<file path="config.mk">
export PLATFORM = sky130hd
export DESIGN_NAME = mem_bus_if_flat
export DESIGN_NICKNAME = d
export VERILOG_FILES = /design/src/rtl/mem_bus_if_pkg.sv /design/src/rtl/mem_bus_if_if.sv /design/src/rtl/mem_lane_gen.sv /design/src/rtl/mem_bus_if.sv /design/src/flat_wrapper.sv
export SDC_FILE = /design/constraint.sdc
export NUM_CORES = 1
export LEC_CHECK = 0
export CORE_ASPECT_RATIO = 1.75
export CORE_MARGIN = 1.5
export CORE_UTILIZATION = 25
export DETAILED_ROUTE_END_ITERATION = 8
export SYNTH_ARGS = -nofsm -noshare
export SYNTH_HDL_FRONTEND = slang
export SYNTH_SLANG_ARGS = --single-unit
</file>
<file path="constraint.sdc">
create_clock -name clk -period 6.4 [get_ports clk]
set_clock_uncertainty 0.2 [all_clocks]
set_input_delay 1.6 -clock clk [delete_from_list [all_inputs] [get_ports clk]]
set_output_delay 1.6 -clock clk [all_outputs]
set_load 0.05 [all_outputs]
</file>
<file path="src/rtl/mem_bus_if_pkg.sv">
// Shared encodings for the M-stage memory bus interface and the downstream load extender.
// Holds access sizes, load-extend ops, the FSM state type and the alignment rule.
package mem_bus_if_pkg;

    localparam logic [1:0] SZ_WORD = 2'd0;
    localparam logic [1:0] SZ_HALF = 2'd1;
    localparam logic [1:0] SZ_BYTE = 2'd2;
    localparam logic [1:0] SZ_RSVD = 2'd3;  // decodes as a word access

    localparam logic [2:0] LDOP_LW  = 3'd0;
    localparam logic [2:0] LDOP_LBU = 3'd1;
    localparam logic [2:0] LDOP_LB  = 3'd2;
    localparam logic [2:0] LDOP_LHU = 3'd3;
    localparam logic [2:0] LDOP_LH  = 3'd4;

    typedef enum logic [1:0] {
        ST_IDLE = 2'd0,
        ST_BUS  = 2'd1,
        ST_RESP = 2'd2
    } state_e;

    function automatic logic is_aligned(input logic [1:0] size, input logic [1:0] addr_lo);
        logic ok;
        case (size)
            SZ_HALF: ok = ~addr_lo[0];
            SZ_BYTE: ok = 1'b1;
            default: ok = (addr_lo == 2'b00);
        endcase
        return ok;
    endfunction

endpackage

</file>
<file path="src/rtl/mem_bus_if_if.sv">
// Request, bus and response signals of the memory bus interface.
// The block sits on the slave modport; the pipeline/bus environment on the master modport.
interface mem_bus_if_if;
    logic        req_valid;
    logic        req_we;
    logic [31:0] req_addr;
    logic [1:0]  req_size;
    logic [31:0] req_wdata;
    logic [2:0]  req_ldop;
    logic        stall;
    logic        bus_req;
    logic        bus_we;
    logic [31:0] bus_addr;
    logic [3:0]  bus_byteen;
    logic [31:0] bus_wdata;
    logic        bus_ack;
    logic [31:0] bus_rdata;
    logic        resp_valid;
    logic [31:0] resp_word;
    logic [1:0]  resp_a;
    logic [2:0]  resp_op;
    logic        exc_adel;
    logic        exc_ades;
    logic        exc_bus;

    // Handshake: a request is taken only in IDLE when req_valid is high and the address is
    // aligned; bus_req stays high until the single-cycle bus_ack pulse (or the timeout cycle);
    // resp_valid and exc_* are one-cycle pulses with no back-pressure.
    modport slave (
        input  req_valid, req_we, req_addr, req_size, req_wdata, req_ldop, bus_ack, bus_rdata,
        output stall, bus_req, bus_we, bus_addr, bus_byteen, bus_wdata,
               resp_valid, resp_word, resp_a, resp_op, exc_adel, exc_ades, exc_bus
    );

    modport master (
        output req_valid, req_we, req_addr, req_size, req_wdata, req_ldop, bus_ack, bus_rdata,
        input  stall, bus_req, bus_we, bus_addr, bus_byteen, bus_wdata,
               resp_valid, resp_word, resp_a, resp_op, exc_adel, exc_ades, exc_bus
    );
endinterface

</file>
<file path="src/rtl/mem_lane_gen.sv">
// Store lane generation: byte enables and lane-replicated write data from size and addr[1:0].
// Reserved size 3 falls into the word branch.
module mem_lane_gen
    import mem_bus_if_pkg::*;
(
    input  logic [1:0]  i_size,
    input  logic [1:0]  i_addr_lo,
    input  logic [31:0] i_wdata,
    output logic [3:0]  o_byteen,
    output logic [31:0] o_wdata
);

    always_comb begin
        o_byteen = 4'b1111;
        o_wdata  = i_wdata;
        case (i_size)
            SZ_HALF: begin
                o_byteen = i_addr_lo[1] ? 4'b1100 : 4'b0011;
                o_wdata  = {2{i_wdata[15:0]}};
            end
            SZ_BYTE: begin
                o_byteen = 4'b0001 << i_addr_lo;
                o_wdata  = {4{i_wdata[7:0]}};
            end
            default: begin
                o_byteen = 4'b1111;
                o_wdata  = i_wdata;
            end
        endcase
    end

endmodule

</file>
<file path="src/rtl/mem_bus_if.sv">
// M-stage memory bus interface: accepts one aligned load/store, runs it on the bus with a
// bounded wait, and hands the raw read word to the load extender.
module mem_bus_if
    import mem_bus_if_pkg::*;
#(
    parameter int TIMEOUT_CYC = 16
) (
    input  logic        clk,
    input  logic        reset,
    mem_bus_if_if.slave bif,
    output state_e      o_dbg_state
);

    localparam int CW = (TIMEOUT_CYC > 2) ? $clog2(TIMEOUT_CYC) : 1;
    localparam logic [CW-1:0] WAIT_LAST = CW'(TIMEOUT_CYC - 1);

    state_e        r_state;
    logic [CW-1:0] r_wait;
    logic          r_we;
    logic [31:0]   r_addr;
    logic [1:0]    r_size;
    logic [31:0]   r_wdata;
    logic [2:0]    r_ldop;
    logic [31:0]   r_resp_word;

    logic          w_aligned;
    logic          w_accept;
    logic          w_misalign;
    logic          w_timeout;
    logic          w_bus_act;
    logic [3:0]    w_byteen;
    logic [31:0]   w_wdata;

    assign w_aligned  = is_aligned(bif.req_size, bif.req_addr[1:0]);
    assign w_accept   = (r_state == ST_IDLE) && bif.req_valid && w_aligned;
    assign w_misalign = (r_state == ST_IDLE) && bif.req_valid && !w_aligned;
    // An ack in the last allowed cycle beats the timeout.
    assign w_timeout  = (r_state == ST_BUS) && !bif.bus_ack && (r_wait == WAIT_LAST);
    assign w_bus_act  = (r_state == ST_BUS) && !w_timeout;

    always_ff @(posedge clk) begin
        if (reset) begin
            r_state     <= ST_IDLE;
            r_wait      <= '0;
            r_we        <= 1'b0;
            r_addr      <= '0;
            r_size      <= SZ_WORD;
            r_wdata     <= '0;
            r_ldop      <= LDOP_LW;
            r_resp_word <= '0;
        end else begin
            case (r_state)
                ST_IDLE: begin
                    if (w_accept) begin
                        r_we    <= bif.req_we;
                        r_addr  <= bif.req_addr;
                        r_size  <= bif.req_size;
                        r_wdata <= bif.req_wdata;
                        r_ldop  <= bif.req_ldop;
                        r_wait  <= '0;
                        r_state <= ST_BUS;
                    end
                end
                ST_BUS: begin
                    if (bif.bus_ack) begin
                        r_resp_word <= bif.bus_rdata;
                        r_state     <= ST_RESP;
                    end else if (w_timeout) begin
                        r_state <= ST_IDLE;
                    end else begin
                        r_wait <= r_wait + CW'(1);
                    end
                end
                ST_RESP: r_state <= ST_IDLE;
                default: r_state <= ST_IDLE;
            endcase
        end
    end

    mem_lane_gen u_lane (
        .i_size    (r_size),
        .i_addr_lo (r_addr[1:0]),
        .i_wdata   (r_wdata),
        .o_byteen  (w_byteen),
        .o_wdata   (w_wdata)
    );

    assign bif.stall      = w_accept || w_bus_act;
    assign bif.bus_req    = w_bus_act;
    assign bif.bus_we     = w_bus_act && r_we;
    assign bif.bus_addr   = w_bus_act ? {r_addr[31:2], 2'b00} : 32'h0;
    assign bif.bus_byteen = (w_bus_act && r_we) ? w_byteen : 4'b0000;
    assign bif.bus_wdata  = w_bus_act ? w_wdata : 32'h0;
    assign bif.resp_valid = (r_state == ST_RESP);
    assign bif.resp_word  = r_resp_word;
    assign bif.resp_a     = r_addr[1:0];
    assign bif.resp_op    = r_ldop;
    assign bif.exc_adel   = w_misalign && !bif.req_we;
    assign bif.exc_ades   = w_misalign && bif.req_we;
    assign bif.exc_bus    = w_timeout;
    assign o_dbg_state    = r_state;

endmodule
</file>
<file path="src/flat_wrapper.sv">
// flat-port wrapper written by rule: the top's interface ports become plain ports
module mem_bus_if_flat import mem_bus_if_pkg::*;
#(
    parameter int TIMEOUT_CYC = 16
)
  (clk, reset, o_dbg_state, bif_req_valid, bif_req_we, bif_req_addr, bif_req_size, bif_req_wdata, bif_req_ldop, bif_bus_ack, bif_bus_rdata, bif_stall, bif_bus_req, bif_bus_we, bif_bus_addr, bif_bus_byteen, bif_bus_wdata, bif_resp_valid, bif_resp_word, bif_resp_a, bif_resp_op, bif_exc_adel, bif_exc_ades, bif_exc_bus);
  mem_bus_if_if bif_i ();
  input  logic clk;
  input  logic reset;
  output state_e o_dbg_state;
  input wire logic [$bits(bif_i.req_valid)-1:0] bif_req_valid;
  input wire logic [$bits(bif_i.req_we)-1:0] bif_req_we;
  input wire logic [$bits(bif_i.req_addr)-1:0] bif_req_addr;
  input wire logic [$bits(bif_i.req_size)-1:0] bif_req_size;
  input wire logic [$bits(bif_i.req_wdata)-1:0] bif_req_wdata;
  input wire logic [$bits(bif_i.req_ldop)-1:0] bif_req_ldop;
  input wire logic [$bits(bif_i.bus_ack)-1:0] bif_bus_ack;
  input wire logic [$bits(bif_i.bus_rdata)-1:0] bif_bus_rdata;
  output wire logic [$bits(bif_i.stall)-1:0] bif_stall;
  output wire logic [$bits(bif_i.bus_req)-1:0] bif_bus_req;
  output wire logic [$bits(bif_i.bus_we)-1:0] bif_bus_we;
  output wire logic [$bits(bif_i.bus_addr)-1:0] bif_bus_addr;
  output wire logic [$bits(bif_i.bus_byteen)-1:0] bif_bus_byteen;
  output wire logic [$bits(bif_i.bus_wdata)-1:0] bif_bus_wdata;
  output wire logic [$bits(bif_i.resp_valid)-1:0] bif_resp_valid;
  output wire logic [$bits(bif_i.resp_word)-1:0] bif_resp_word;
  output wire logic [$bits(bif_i.resp_a)-1:0] bif_resp_a;
  output wire logic [$bits(bif_i.resp_op)-1:0] bif_resp_op;
  output wire logic [$bits(bif_i.exc_adel)-1:0] bif_exc_adel;
  output wire logic [$bits(bif_i.exc_ades)-1:0] bif_exc_ades;
  output wire logic [$bits(bif_i.exc_bus)-1:0] bif_exc_bus;
  assign bif_i.req_valid = bif_req_valid;
  assign bif_i.req_we = bif_req_we;
  assign bif_i.req_addr = bif_req_addr;
  assign bif_i.req_size = bif_req_size;
  assign bif_i.req_wdata = bif_req_wdata;
  assign bif_i.req_ldop = bif_req_ldop;
  assign bif_i.bus_ack = bif_bus_ack;
  assign bif_i.bus_rdata = bif_bus_rdata;
  assign bif_stall = bif_i.stall;
  assign bif_bus_req = bif_i.bus_req;
  assign bif_bus_we = bif_i.bus_we;
  assign bif_bus_addr = bif_i.bus_addr;
  assign bif_bus_byteen = bif_i.bus_byteen;
  assign bif_bus_wdata = bif_i.bus_wdata;
  assign bif_resp_valid = bif_i.resp_valid;
  assign bif_resp_word = bif_i.resp_word;
  assign bif_resp_a = bif_i.resp_a;
  assign bif_resp_op = bif_i.resp_op;
  assign bif_exc_adel = bif_i.exc_adel;
  assign bif_exc_ades = bif_i.exc_ades;
  assign bif_exc_bus = bif_i.exc_bus;
  mem_bus_if #(.TIMEOUT_CYC(TIMEOUT_CYC)) u_core (.clk(clk), .reset(reset), .bif(bif_i), .o_dbg_state(o_dbg_state));
endmodule
</file>
==> results of run 1 <==
tightest hold or removal path, stage by stage, from the launching register on:
cell and delay, ps:
dfxtp_1 310, nand2_1 50, a21oi_1 50
cell usage after synthesis (all sizes together):
cell    instances  share of area [%]
or3             1               0.11
nand2b          6               0.96
nand3          74                 12
a211oi          1               0.14
a31oi           2               0.23
nor4            1               0.11
inv            21                1.4
a22oi           9                1.2
a2111o          1               0.20
o21a            1               0.14
nor3            1              0.091
o21ba           1               0.18
buf            34                4.4
nand2          74                5.1
and2b           1               0.14
or4b            1               0.25
nor2           20                1.4
ha              5                1.1
dfxtp         108                 39
and2           39                4.4
a21oi         123                 11
conb            1              0.068
nor4bb          1               0.18
nor2b           4               0.46
nand3b          2               0.27
o211ai         70                9.6
a221o           7                1.3
nor4b           1               0.16
clkbuf         39                2.7
o21ai           3               0.27
nor3b           1               0.14
nand4           1               0.11
a21o            1               0.14
mux2i           1               0.18
registers in the layout, indices dropped and copies added (netlist names):
register and count:
u_core.r_addr 32, u_core.bif.resp_op 3, u_core.r_we 1, u_core.o_dbg_state 2, u_core.bif.resp_word 32, u_core.r_wdata 32, u_core.r_wait 4, u_core.r_size 2
cell type report:
type | count | area [µm²]
sequential | 108 | 2160
multi-input combinational | 455 | 2890
tap | 292 | 365
clock buffer | 12 | 256
inverter | 21 | 78.8
fill | 2265 | 13600
antenna | 1 | 2.50
clock inverter | 2 | 35.0
timing repair buffer | 230 | 2130
path summary, 6_finish.rpt:
kind / startpoint / endpoint / slack (ps) / depth (start not counted)
worst max-delay path: bif_req_size[0] / bif_exc_adel / 670 / 7
worst min-delay path: u_core.bif.resp_word[25] / u_core.bif.resp_word[25] / 250 / 2
worst max register to register: u_core.o_dbg_state[0] / u_core.r_wait[2] / 3800 / 6
worst min register to register: u_core.bif.resp_word[25] / u_core.bif.resp_word[25] / 250 / 2
layer usage:
| layer | track usage, % | part of all wire [%] | vias up |
|---|---|---|---|
| met5 | 0 | 0 | - |
| met3 | 2.76 | 4.4 | 27 |
| met2 | 31.2 | 54 | 151 |
| li1 | - | - | 2638 |
| met4 | 6.63 | 3.0 | 0 |
| met1 | 18.8 | 39 | 2510 |
power breakdown:
| part | internal, W | switching [W] |
|---|---|---|
| Clock | 0.000321 | 0.000250 |
| Sequential | 0.000698 | 0.0000214 |
| Combinational | 0.000122 | 0.000174 |
cell families (layout without fill, tap and decap cells):
group	after synthesis	count (layout)	share of synthesized area, %
other cells	1	3	0.0683
flops	108	108	39.4
fa+ha+maj	5	5	1.14
mux	1	1	0.182
buf+inv	94	265	8.45
simple gates	228	228	26.2
compound gates	219	219	24.6
per-stage QoR:
| stage | worst slack (ps) | cells | instance area (µm²) | power [W] | utilization [%] |
|---|---|---|---|---|---|
| final | 675 | 1121 | 7920 | 0.00159 | 36.9 |
| after global routing | 522 | 1121 | 7920 | 0.00166 | 36.9 |
| after CTS | 653 | 1120 | 7920 | 0.00161 | 36.8 |
| after detailed placement | 672 | 1106 | 7630 | 0.00103 | 35.5 |
| after global placement | 687 | 1106 | 7630 | 0.00103 | 35.5 |
| after floorplan | 606 | 657 | 5500 | 0.000903 | - |
==> results.cfg, run 1 <==
[run_status]
status = completed

[routing]
drt-total-wl_um = 19800
vias = 5326
drt-pass1-iter-count = 4
first_iter_violations = 300
wl_per_cell_um = 17.7
drc = 0
vias_per_cell = 4.75
antenna_left = 0

[yosys]
synth_area_um2 = 5490
synthDistinctLibCells = 41
synth_seq_cells = 108
synth_area_per_cell_um2 = 8.37
ys_warn_count = 0
seq_area_frac_synth_pct = 39.4
synthCells = 656

[sta]
fin_crit_sh_pct = 89.5
finalSetupTns_ps = 0
max_clock_freq_mhz = 175
holdWs_ps = 254
rsz0062_at_grt = no
min_period_ps = 5730
tightest_slew_ps = 951
slew_headroom_pct = 36.6
setup_viol = 0
finalHoldViolCount = 0
finalMaxSlewViolations = 0

[pwr]
p_per_area_nw_per_um2 = 200
ir_drop_mv = 0.101
p_leak_nw = 2.67

[setup_path]
crit_top_cell = clkdlybuf4s50_1
critPathMaxStageDelay_ps = 860
cp_max_fo = 4
endpoint_kind = primary output
cp_cell_sequence = clkdlybuf4s50_1, inv_1, ha_1, nand2b_4, a21oi_4, nor4b_1, clkdlybuf4s50_1
critical_path.top_delay_family = buffers and inverters
crit_buf_inv = 3
cp.required_ps = 4600
start_kind = input port
critPathKind = in2out
slowest_stage = clkdlybuf4s50_1
worstPathArrival_ps = 3930

[clock_tree]
post_cts_resized = 0
max-clock-path-buffers = 2
cts_tree = yes
clkSinkCount = 108
cts.clk_slew.worst_paths_ps = 70
cts_root_buf = clkbuf_16
cts-htree-levels = 3
cts_buffers = 9
ctsHoldBuffers = 0
clk_latency_ps = 350
cts_setup_buffers = 0

[floorplanning]
core_area_um2 = 21500
num_rows = 71
dieWidth_um = 115
start_util_pct = 25.5
io_pins = 220
die_area_um2 = 22900
dieHeight_um = 199

[layout]
mostFrequentLayoutCells = clkdlybuf4s50_1 (156), a21oi_1 (122), dfxtp_1 (108), nand2_1 (74), buf_4 (73)
area_delta_synth_final_pct = 44.3
nets = 936
drive_above_1_share_pct = 18.8
final_common_cell = clkdlybuf4s50_1

[grt]
overflow = 0
grt_max_degree = 72
antenna_found_initial = 1
grt_usage_pct = 16.8
grt_pass1_wl_um = 29600
grt_pass1_vias = 5105

[worst_hold_path]
hold_path.class = reg2reg

[place]
dp_hpwl_um = 13200
gp_congestion = 0.764
port_buffers = 217

[flow_run]
drv_cap = 0
Note: power is estimated with default switching activity, not from simulation.
==> run 2, diff against run 1 <==
--- a/config.mk
+++ b/config.mk
@@ -9,6 +9,7 @@
 export CORE_MARGIN = 1.5
 export CORE_UTILIZATION = 25
 export DETAILED_ROUTE_END_ITERATION = 8
+export SLEW_MARGIN = 20
 export SYNTH_ARGS = -nofsm -noshare
 export SYNTH_HDL_FRONTEND = slang
 export SYNTH_SLANG_ARGS = --single-unit
==> constraint.sdc (replaced) <==
create_clock -name clk -period 6.4 [get_ports clk]
set_clock_uncertainty 0.2 [all_clocks]
set_input_delay 1.6 -clock clk [delete_from_list [all_inputs] [get_ports clk]]
set_output_delay 1.6 -clock clk [all_outputs]
set_load 0.1 [all_outputs]
==> results.cfg, run 2 (synthesized netlist as in run 1, its figures left out) <==
[clock_tree]
cts.clk_slew.worst_paths_ps = 70
post_cts_resized = 0
cts-htree-levels = 3
ctsHoldBuffers = 0
cts_setup_buffers = 0
cts_tree = yes
clkSinkCount = 108
cts_buffers = 9
max-clock-path-buffers = 2
cts_root_buf = clkbuf_16
clk_latency_ps = 340

[setup_path]
slowest_stage = clkdlybuf4s50_1
endpoint_kind = primary output
crit_top_cell = buf_4
cp_max_fo = 32
timing.rr.start = u_core.o_dbg_state[0]
cp_cell_sequence = clkdlybuf4s50_1, o21ai_1, buf_4, inv_1, buf_4, nand2_1, o21ba_2, buf_12
r2r.worst_path.cells = 6
critPathKind = in2out
worstPathArrival_ps = 3600
critPathMaxStageDelay_ps = 570
timing.reg2reg.setup_slack_ps = 3750
rr_endpoint = u_core.r_wait[2]
start_kind = input port
cp.required_ps = 4600

[worst_hold_path]
holdPathEnd = u_core.bif.resp_word[18]
hold_start = u_core.bif.resp_word[18]
hold_path.class = reg2reg
worstHoldPathCells = 2

[pwr]
p_leak_nw = 2.86
ir_drop_mv = 0.103
power.total_w = 0.00164
p_per_area_nw_per_um2 = 190

[layout]
drive_above_1_share_pct = 20.6
nets = 937
final_common_cell = clkdlybuf4s50_1
num-fill-cells = 2210
final_area_um2 = 8640
area_delta_synth_final_pct = 57.3
final-seq-area_um2 = 2160
mostFrequentLayoutCells = clkdlybuf4s50_1 (144), a21oi_1 (122), dfxtp_1 (108), nand2_1 (74), o211ai_1 (70)
multiInputGateArea_um2 = 2910

[flow_run]
drv_cap = 0

[run_status]
status = completed

[routing]
vias = 5360
vias_per_cell = 4.78
antenna_left = 0
drc = 0
wl_per_cell_um = 17.9
drt-total-wl_um = 20100
first_iter_violations = 341
drt-pass1-iter-count = 6

[sta]
slew_headroom_pct = 27.1
finalMaxSlewViolations = 0
fin_crit_sh_pct = 84.4
setup_slack_ps = 1000
max_clock_freq_mhz = 185
finalHoldViolCount = 0
setup_viol = 0
tightest_slew_ps = 1090
rsz0062_at_grt = no
finalSetupTns_ps = 0
min_period_ps = 5400

[floorplanning]
dieHeight_um = 199
core_area_um2 = 21500
num_rows = 71
io_pins = 220
dieWidth_um = 115
die_area_um2 = 22900
start_util_pct = 25.5

[grt]
antenna_found_initial = 1
grt_pass1_vias = 5415
grt_usage_pct = 17.4
overflow = 0
grt_pass1_wl_um = 30600
grt_max_degree = 71

[place]
place_ws_ps = 961
place_area_um2 = 8350
dp_hpwl_um = 13700
port_buffers = 217
gp_congestion = 0.770
## run 2: cell type report
| cell class | instances | share of cell area, % |
|---|---|---|
| clock inverters | 2 | 0.406 |
| inverters | 21 | 0.912 |
| flip-flops and latches | 108 | 25.0 |
| multi-input cells | 455 | 33.6 |
| clock buffers | 12 | 2.97 |
| repair buffers | 231 | 32.8 |
| diodes | 1 | 0.0290 |
| well taps | 292 | 4.23 |
## run 2: metal layers
metal	vias to the layer above	share of wire [%]	track usage, %
met2	133	54	31.9
met1	2571	39	19.8
met4	0	2.9	7.50
met3	25	3.5	2.37
met5	-	0	0
li1	2631	-	-
## run 2: how the worst max path moves through the flow
stage                          from                end  slack (ps)  cells after the start
floorplan           bif_req_size[0]       bif_exc_adel         520                      6
finish                  bif_bus_ack  bif_bus_byteen[0]        1000                      8
global route            bif_bus_ack  bif_bus_byteen[0]         850                      8
detailed placement      bif_bus_ack  bif_bus_byteen[0]         960                      8
CTS                     bif_bus_ack  bif_bus_byteen[0]         960                      8
global placement        bif_bus_ack  bif_bus_byteen[0]         980                      8
## run 2: critical path, delay by kind of cell
kind,cells,cell delay [ps]
simple gates,1,250
buf+inv,5,1310
compound gates,2,430
## run 2: through the flow
| step | hold WS (ps) | util, % | std cells |
|---|---|---|---|
| global placement | 241 | 38.8 | 1107 |
| CTS | 257 | 40.2 | 1121 |
| global route | 276 | 40.2 | 1122 |
| floorplan | 239 | - | 657 |
| detailed placement | 248 | 38.8 | 1107 |
| finish | 254 | 40.2 | 1122 |
## run 2: report_power, final
group          switching (W)  internal (W)  total [W]  leakage [nW]
clock               0.000246      0.000321   0.000567         0.145
sequential         0.0000201      0.000698   0.000718         0.876
combinational       0.000228      0.000132   0.000360          1.84
